## src/rtl/dqsw_train_pkg.sv

```systemverilog
// DQSW write-leveling training: shared types.
// State encoding and delay-line direction codes.
package dqsw_train_pkg;

  typedef enum logic [2:0] {
    ST_IDLE   = 3'd0,
    ST_LOAD   = 3'd1,
    ST_SETTLE = 3'd2,
    ST_PULSE  = 3'd3,
    ST_EVAL   = 3'd4,
    ST_STEP   = 3'd5,
    ST_DONE   = 3'd6,
    ST_FAIL   = 3'd7
  } state_t;

  localparam logic DIR_INC = 1'b1;
  localparam logic DIR_DEC = 1'b0;

endpackage

```

## src/rtl/dqsw_sample_vote.sv

```systemverilog
// Per-tap feedback accumulator and majority vote.
// full flags the ack that completes the sample set.
module dqsw_sample_vote
  import dqsw_train_pkg::*;
#(
  parameter int SAMPLES = 4
) (
  input  logic clk,
  input  logic rst_n,
  input  logic clr,
  input  logic ack,
  input  logic fb,
  output logic full,
  output logic vote
);

  localparam int CW = $clog2(SAMPLES) + 1;
  localparam logic [CW-1:0] LAST = CW'(SAMPLES - 1);
  localparam logic [CW:0] SAMP_X = (CW + 1)'(SAMPLES);

  logic [CW-1:0] ones;
  logic [CW-1:0] nsamp;

  // Combinational so the FSM can leave PULSE on the final ack.
  assign full = ack && (nsamp == LAST);
  // Strict majority; a tie votes 0.
  assign vote = ({ones, 1'b0} > SAMP_X);

  // Count acks and the ones among them.
  always_ff @(posedge clk) begin
    if (!rst_n || clr) begin
      ones  <= '0;
      nsamp <= '0;
    end else if (ack) begin
      ones  <= ones + CW'(fb);
      nsamp <= nsamp + CW'(1);
    end
  end

endmodule

```

## src/rtl/dqsw_wrlvl_train_ctrl.sv

```systemverilog
// Write-leveling sweep controller for one DQS lane.
// Steps the IOD delay until DQ feedback turns 0->1.
module dqsw_wrlvl_train_ctrl
  import dqsw_train_pkg::*;
#(
  parameter int MAX_TAPS      = 128,
  parameter int TAP_W         = 8,
  parameter int SETTLE_CYCLES = 8,
  parameter int SAMPLES       = 4
) (
  input  logic             FAB_CLK,
  input  logic             RESET_N,
  input  logic             START,
  output logic             BUSY,
  output logic             DONE,
  output logic             FAIL,
  output logic [TAP_W-1:0] TAP_VALUE,
  output logic             DELAY_LINE_LOAD,
  output logic             DELAY_LINE_MOVE,
  output logic             DELAY_LINE_DIRECTION,
  input  logic             DELAY_LINE_OUT_OF_RANGE,
  output logic             EYE_MONITOR_CLEAR_FLAGS,
  input  logic [1:0]       RX_DATA,
  output logic             PULSE_REQ,
  input  logic             PULSE_ACK
);

  localparam int SW = $clog2(SETTLE_CYCLES + 1);
  localparam logic [SW-1:0] SET_LAST =
    SW'(SETTLE_CYCLES - 1);
  localparam logic [TAP_W-1:0] TAP_LAST =
    TAP_W'(MAX_TAPS - 1);

  state_t state;
  state_t state_nxt;

  logic [TAP_W-1:0] tap;
  logic [TAP_W-1:0] tap_value;
  logic [SW-1:0]    settle_cnt;
  logic             seen_zero;
  logic             gap;
  logic             start_ok;
  logic             ack;
  logic             fb;
  logic             clr;
  logic             full;
  logic             vote;

  assign BUSY = !(state == ST_IDLE ||
                  state == ST_DONE ||
                  state == ST_FAIL);

  assign DONE      = (state == ST_DONE);
  assign FAIL      = (state == ST_FAIL);
  assign TAP_VALUE = tap_value;

  assign DELAY_LINE_LOAD         = (state == ST_LOAD);
  assign EYE_MONITOR_CLEAR_FLAGS = (state == ST_LOAD);
  assign DELAY_LINE_MOVE         = (state == ST_STEP);
  assign DELAY_LINE_DIRECTION    = BUSY ? DIR_INC : DIR_DEC;

  // One idle cycle separates consecutive requests.
  assign PULSE_REQ = (state == ST_PULSE) && !gap;

  assign start_ok = START && !BUSY;
  assign ack      = PULSE_ACK && PULSE_REQ;
  assign fb       = RX_DATA[0] | RX_DATA[1];
  assign clr      = start_ok || (state == ST_STEP);

  dqsw_sample_vote #(
    .SAMPLES (SAMPLES)
  ) u_vote (
    .clk   (FAB_CLK),
    .rst_n (RESET_N),
    .clr   (clr),
    .ack   (ack),
    .fb    (fb),
    .full  (full),
    .vote  (vote)
  );

  // State register.
  always_ff @(posedge FAB_CLK) begin
    if (!RESET_N) state <= ST_IDLE;
    else          state <= state_nxt;
  end

  // Next-state decode.
  always_comb begin
    state_nxt = state;
    unique case (state)
      ST_IDLE, ST_DONE, ST_FAIL:
        if (start_ok) state_nxt = ST_LOAD;
      ST_LOAD:
        state_nxt = ST_SETTLE;
      ST_SETTLE:
        if (DELAY_LINE_OUT_OF_RANGE)
          state_nxt = ST_FAIL;
        else if (settle_cnt == SET_LAST)
          state_nxt = ST_PULSE;
      ST_PULSE:
        if (full) state_nxt = ST_EVAL;
      ST_EVAL:
        if (vote && seen_zero)
          state_nxt = ST_DONE;
        else if (tap == TAP_LAST)
          state_nxt = ST_FAIL;
        else
          state_nxt = ST_STEP;
      ST_STEP:
        state_nxt = ST_SETTLE;
      default:
        state_nxt = ST_IDLE;
    endcase
  end

  // Tap, settle timer, zero history and result.
  always_ff @(posedge FAB_CLK) begin
    if (!RESET_N) begin
      tap        <= '0;
      tap_value  <= '0;
      settle_cnt <= '0;
      seen_zero  <= 1'b0;
      gap        <= 1'b0;
    end else begin
      gap <= ack && !full;
      if (state == ST_SETTLE)
        settle_cnt <= settle_cnt + SW'(1);
      else
        settle_cnt <= '0;
      if (start_ok) begin
        tap       <= '0;
        tap_value <= '0;
        seen_zero <= 1'b0;
      end
      if (state == ST_STEP)
        tap <= tap + TAP_W'(1);
      if (state == ST_EVAL) begin
        if (!vote)
          seen_zero <= 1'b1;
        if (vote && seen_zero)
          tap_value <= tap;
      end
    end
  end

endmodule

```

## config.mk

```make
export PLATFORM = sky130hd
export DESIGN_NAME = dqsw_wrlvl_train_ctrl
export DESIGN_NICKNAME = d
export VERILOG_FILES = /design/src/rtl/dqsw_train_pkg.sv /design/src/rtl/dqsw_sample_vote.sv /design/src/rtl/dqsw_wrlvl_train_ctrl.sv
export SDC_FILE = /design/constraint.sdc
export NUM_CORES = 1
export LEC_CHECK = 0
export CORE_MARGIN = 2
export CORE_UTILIZATION = 43
export CTS_BUF_LIST = sky130_fd_sc_hd__clkbuf_8
export DETAILED_ROUTE_END_ITERATION = 6
export GPL_TIMING_DRIVEN = 0
export PLACE_DENSITY = 0.68
export SYNTH_ARGS = -nofsm -noshare
export SYNTH_HDL_FRONTEND = slang
export SYNTH_SLANG_ARGS = --single-unit
export TNS_END_PERCENT = 1
```

## constraint.sdc

```tcl
create_clock -name FAB_CLK -period 1.5 [get_ports FAB_CLK]
set_input_delay 0.3 -clock FAB_CLK [delete_from_list [all_inputs] [get_ports FAB_CLK]]
set_output_delay 0.3 -clock FAB_CLK [all_outputs]
set_load 0.1 [all_outputs]
```

==> results by group <==
Global routing
  – Largest net degree at the start of global routing: 11
  – First-pass GRT wire length: ~6600 µm
  – Congestion Overflow GR: 0
  – Vias in the first global route: approximately 1400
  – GRT Total Usage: between 15 and 20%
  – Initial antenna violation count: 0

Pwr
  – Power, Total: approximately 0.0017 W
  – PD cells: between 700 and 800 mW/mm²
  – Pleak: between 0.8 and 0.9 nW
  – Peak VDD IR: 0.487 mV

Placement
  – Placer Congestion: ~0.85
  – Number of I/O port buffers: 21
  – Post-DP HPWL: between 2000 and 3000 µm

Outcome
  – Status: finished, violations left
  – Failing checks: negative setup slack

Worst setup path
  – Arrival @ worst endpoint: between 1 and 1.5 ns
  – Critical path launch point type: register
  – Critical path peak fanout: 7
  – Worst Path Buf+Inv: 3
  – CP max stage cell: dfxtp_4
  – CP top delay family: buffers and inverters
  – Worst path cell trace: buf_12 -> nor3_4 -> a21oi_4 -> buf_8 -> buf_12
  – Most used cell, CP: buf_12
  – Req. time, crit path: between 1 and 1.5 ns
  – Crit-path max cell delay: ~0.37 ns
  – Crit end category: output pin
  – Critical path class: register to output pin

Route
  – Final wirelength: about 4000 µm
  – Via count: approximately 1600
  – DR vias/cell: between 5 and 6
  – DRT iter0 DRCs: between 60 and 70
  – DR DRC count: 0
  – Routed Antenna Nets: 0
  – DRT Pass-1 Iters: 4
  – Routed len/inst: 14.9 µm

Synth
  – Syn Std Cell Area: about 0.0016 mm²
  – Most used DFF post-synth: dfxtp_1
  – FF+latch count, synth: 31
  – Yosys synthesis warning count: 0
  – Post-synth EDFFs: 0
  – Async SR Flop Fraction: 0%
  – Netlist cell types: between 40 and 50
  – Sequential-to-total area share from yosys stat: a little under two fifths
  – Mapped Nets: ~200
  – Mapped Cells: between 150 and 200
  – Post-synth top cells: dfxtp_1, nand2_1, a21oi_1, nand4_1, o31ai_1
  – Area leader, netlist: dfxtp_1
  – Synth area leaders: dfxtp_1, o31ai_1, ha_1, nand4_1, nand2_1
  – Top cell type's share of synthesized area: a little under two fifths
  – Avg Inst Size Synth: about 8.7 µm²
  – Count leader, synth: dfxtp_1

Clock tree
  – CTS tree: yes
  – Clock sinks: 31
  – Max H-tree Level: 2
  – Clock latency on the worst-skew pair: between 0.2 and 0.3 ns
  – CTS Root Buffer Type: clkbuf_8
  – Longest Clk Path Bufs: 2
  – Clock slew at reported path FFs: about 0.07 ns
  – Number of CTS-inserted buffers: 5

Floorplanning
  – Die area: between 0.004 and 0.005 mm²
  – Core area: 0.00366 mm²
  – Die Y-Extent: between 60 and 70 µm
  – Die W: around 66 µm
  – IO Count: 23
  – Placement row count: 22
  – Starting density of the core: approximately 45%

Timing
  – Skew final: 0.00518 ns
  – Fmax: 600 MHz
  – Slew @ Worst Pin: about 0.54 ns
  – TNS Setup: -0.634 ns
  – Max Slew Vio Count: 0
  – Hold Vio Cnt, Final: 0
  – RSZ-0062 raised after global routing: true
  – Tmin final: around 1.7 ns
  – Period utilisation layout: 111%
  – # setup viols final: 7
  – Final hold slack: 0.431 ns
  – Slew margin rel.: around 64%
  – Final WS setup: -0.166 ns

Layout
  – Layout cells sized above 1: 28.3%
  – Fin nets: between 200 and 250
  – # diodes: 0
  – Synth-to-Final Area Change: 35.8%

Worst hold path
  – Hold Crit Class: input port to register

Flow run
  – Number of max-cap violations: 0
==> logic make-up (layout without fill, tap and decap cells) <==
| family | Yosys count | after routing | share of synthesized area (%) |
|---|---|---|---|
| adders and majority gates | 6 | 6 | 4.57 |
| muxes | 2 | 2 | 1.22 |
| DFF | 31 | 31 | 37.7 |
| AOI/OAI and AO/OA | 45 | 45 | 18.2 |
| xor gates and xnor gates | 2 | 2 | 1.07 |
| buffers and inverters | 21 | 55 | 6.01 |
| and+or+nand+nor | 82 | 82 | 31.2 |
==> state kept, by name (all words and copies together) (netlist names) <==
| register | flops |
|---|---|
| TAP_VALUE | 8 |
| tap | 8 |
| settle_cnt | 4 |
| state | 3 |
| u_vote.nsamp | 3 |
| u_vote.ones | 3 |
| gap | 1 |
| seen_zero | 1 |
==> repair_timing <==
action / CTS / global route
pin swaps: 1 / 4
buffers inserted: 0 / 6
setup endpoints to repair: 41 / 35
resized for setup: 117 / 21
hold endpoints to repair: 0 / 0
hold buffers: 0 / 0
==> worst min-delay path, cell delays in order <==
cell and delay (ns):
clkbuf_1 0.18, nand3_1 0.13, a21oi_1 0.05
==> routing by layer <==
metal	track usage (%)	wire [µm]	up-vias
met5	0	0	-
met4	7.29	36	0
met3	4.43	179	4
met2	31.8	2020	36
met1	25.5	1790	746
li1	-	-	770
==> cell usage in the layout, fill, tap and decap left out, drive strengths merged, types with 2 or more instances in the layout <==
cell type / count
a211oi: 3
mux2i: 2
nand2: 19
inv: 5
o21ai: 7
buf: 24
ha: 6
o211ai: 3
and3: 3
nand4: 13
dfxtp: 31
nand3: 11
clkinv: 4
nor3: 2
nor3b: 3
clkbuf: 10
a311oi: 2
or4: 3
clkdlybuf4s15: 2
clkdlybuf4s50: 3
a21oi: 12
o31ai: 11
nand2b: 3
and2: 8
nand3b: 2
nor2: 5
clkdlybuf4s18: 5
or3: 4
==> metrics by stage <==
stage	setup slack, ns	cells	util [%]	instance area [µm²]
after CTS	-0.196	266	59.5	2180
final	-0.166	271	61.0	2230
after global placement	-1.03	258	53.2	1950
after detailed placement	-1.05	258	53.2	1950
after floorplan	-0.456	189	-	1680
after global routing	-0.195	271	61.0	2230
==> power by group <==
part	total [W]	switching, W	internal (W)
logic	0.000264	0.000162	0.000103
registers	0.000831	0.00000721	0.000824
clock network	0.000633	0.000316	0.000317
==> layout make-up <==
cell class | count | area [µm²]
Buffer | 14 | 133
Multi-Input combinational cell | 137 | 970
Timing Repair Buffer | 27 | 320
Tap cell | 48 | 60.1
Inverter | 6 | 32.5
Clock buffer | 5 | 68.8
Sequential cell | 31 | 634
Clock inverter | 3 | 15.0
Fill cell | 317 | 1430
==> path summary, 6_finish.rpt <==
path                              startpoint              endpoint  slack [ns]  depth (start not counted)
worst min-delay path               PULSE_ACK        u_vote.ones[1]        0.43                          3
worst max register to register      state[0]          TAP_VALUE[3]        0.03                          5
worst max-delay path                state[1]  DELAY_LINE_DIRECTION       -0.17                          5
worst min register to register  TAP_VALUE[6]          TAP_VALUE[6]        0.46                          2
No activity file was read; power rests on OpenSTA's default activity.
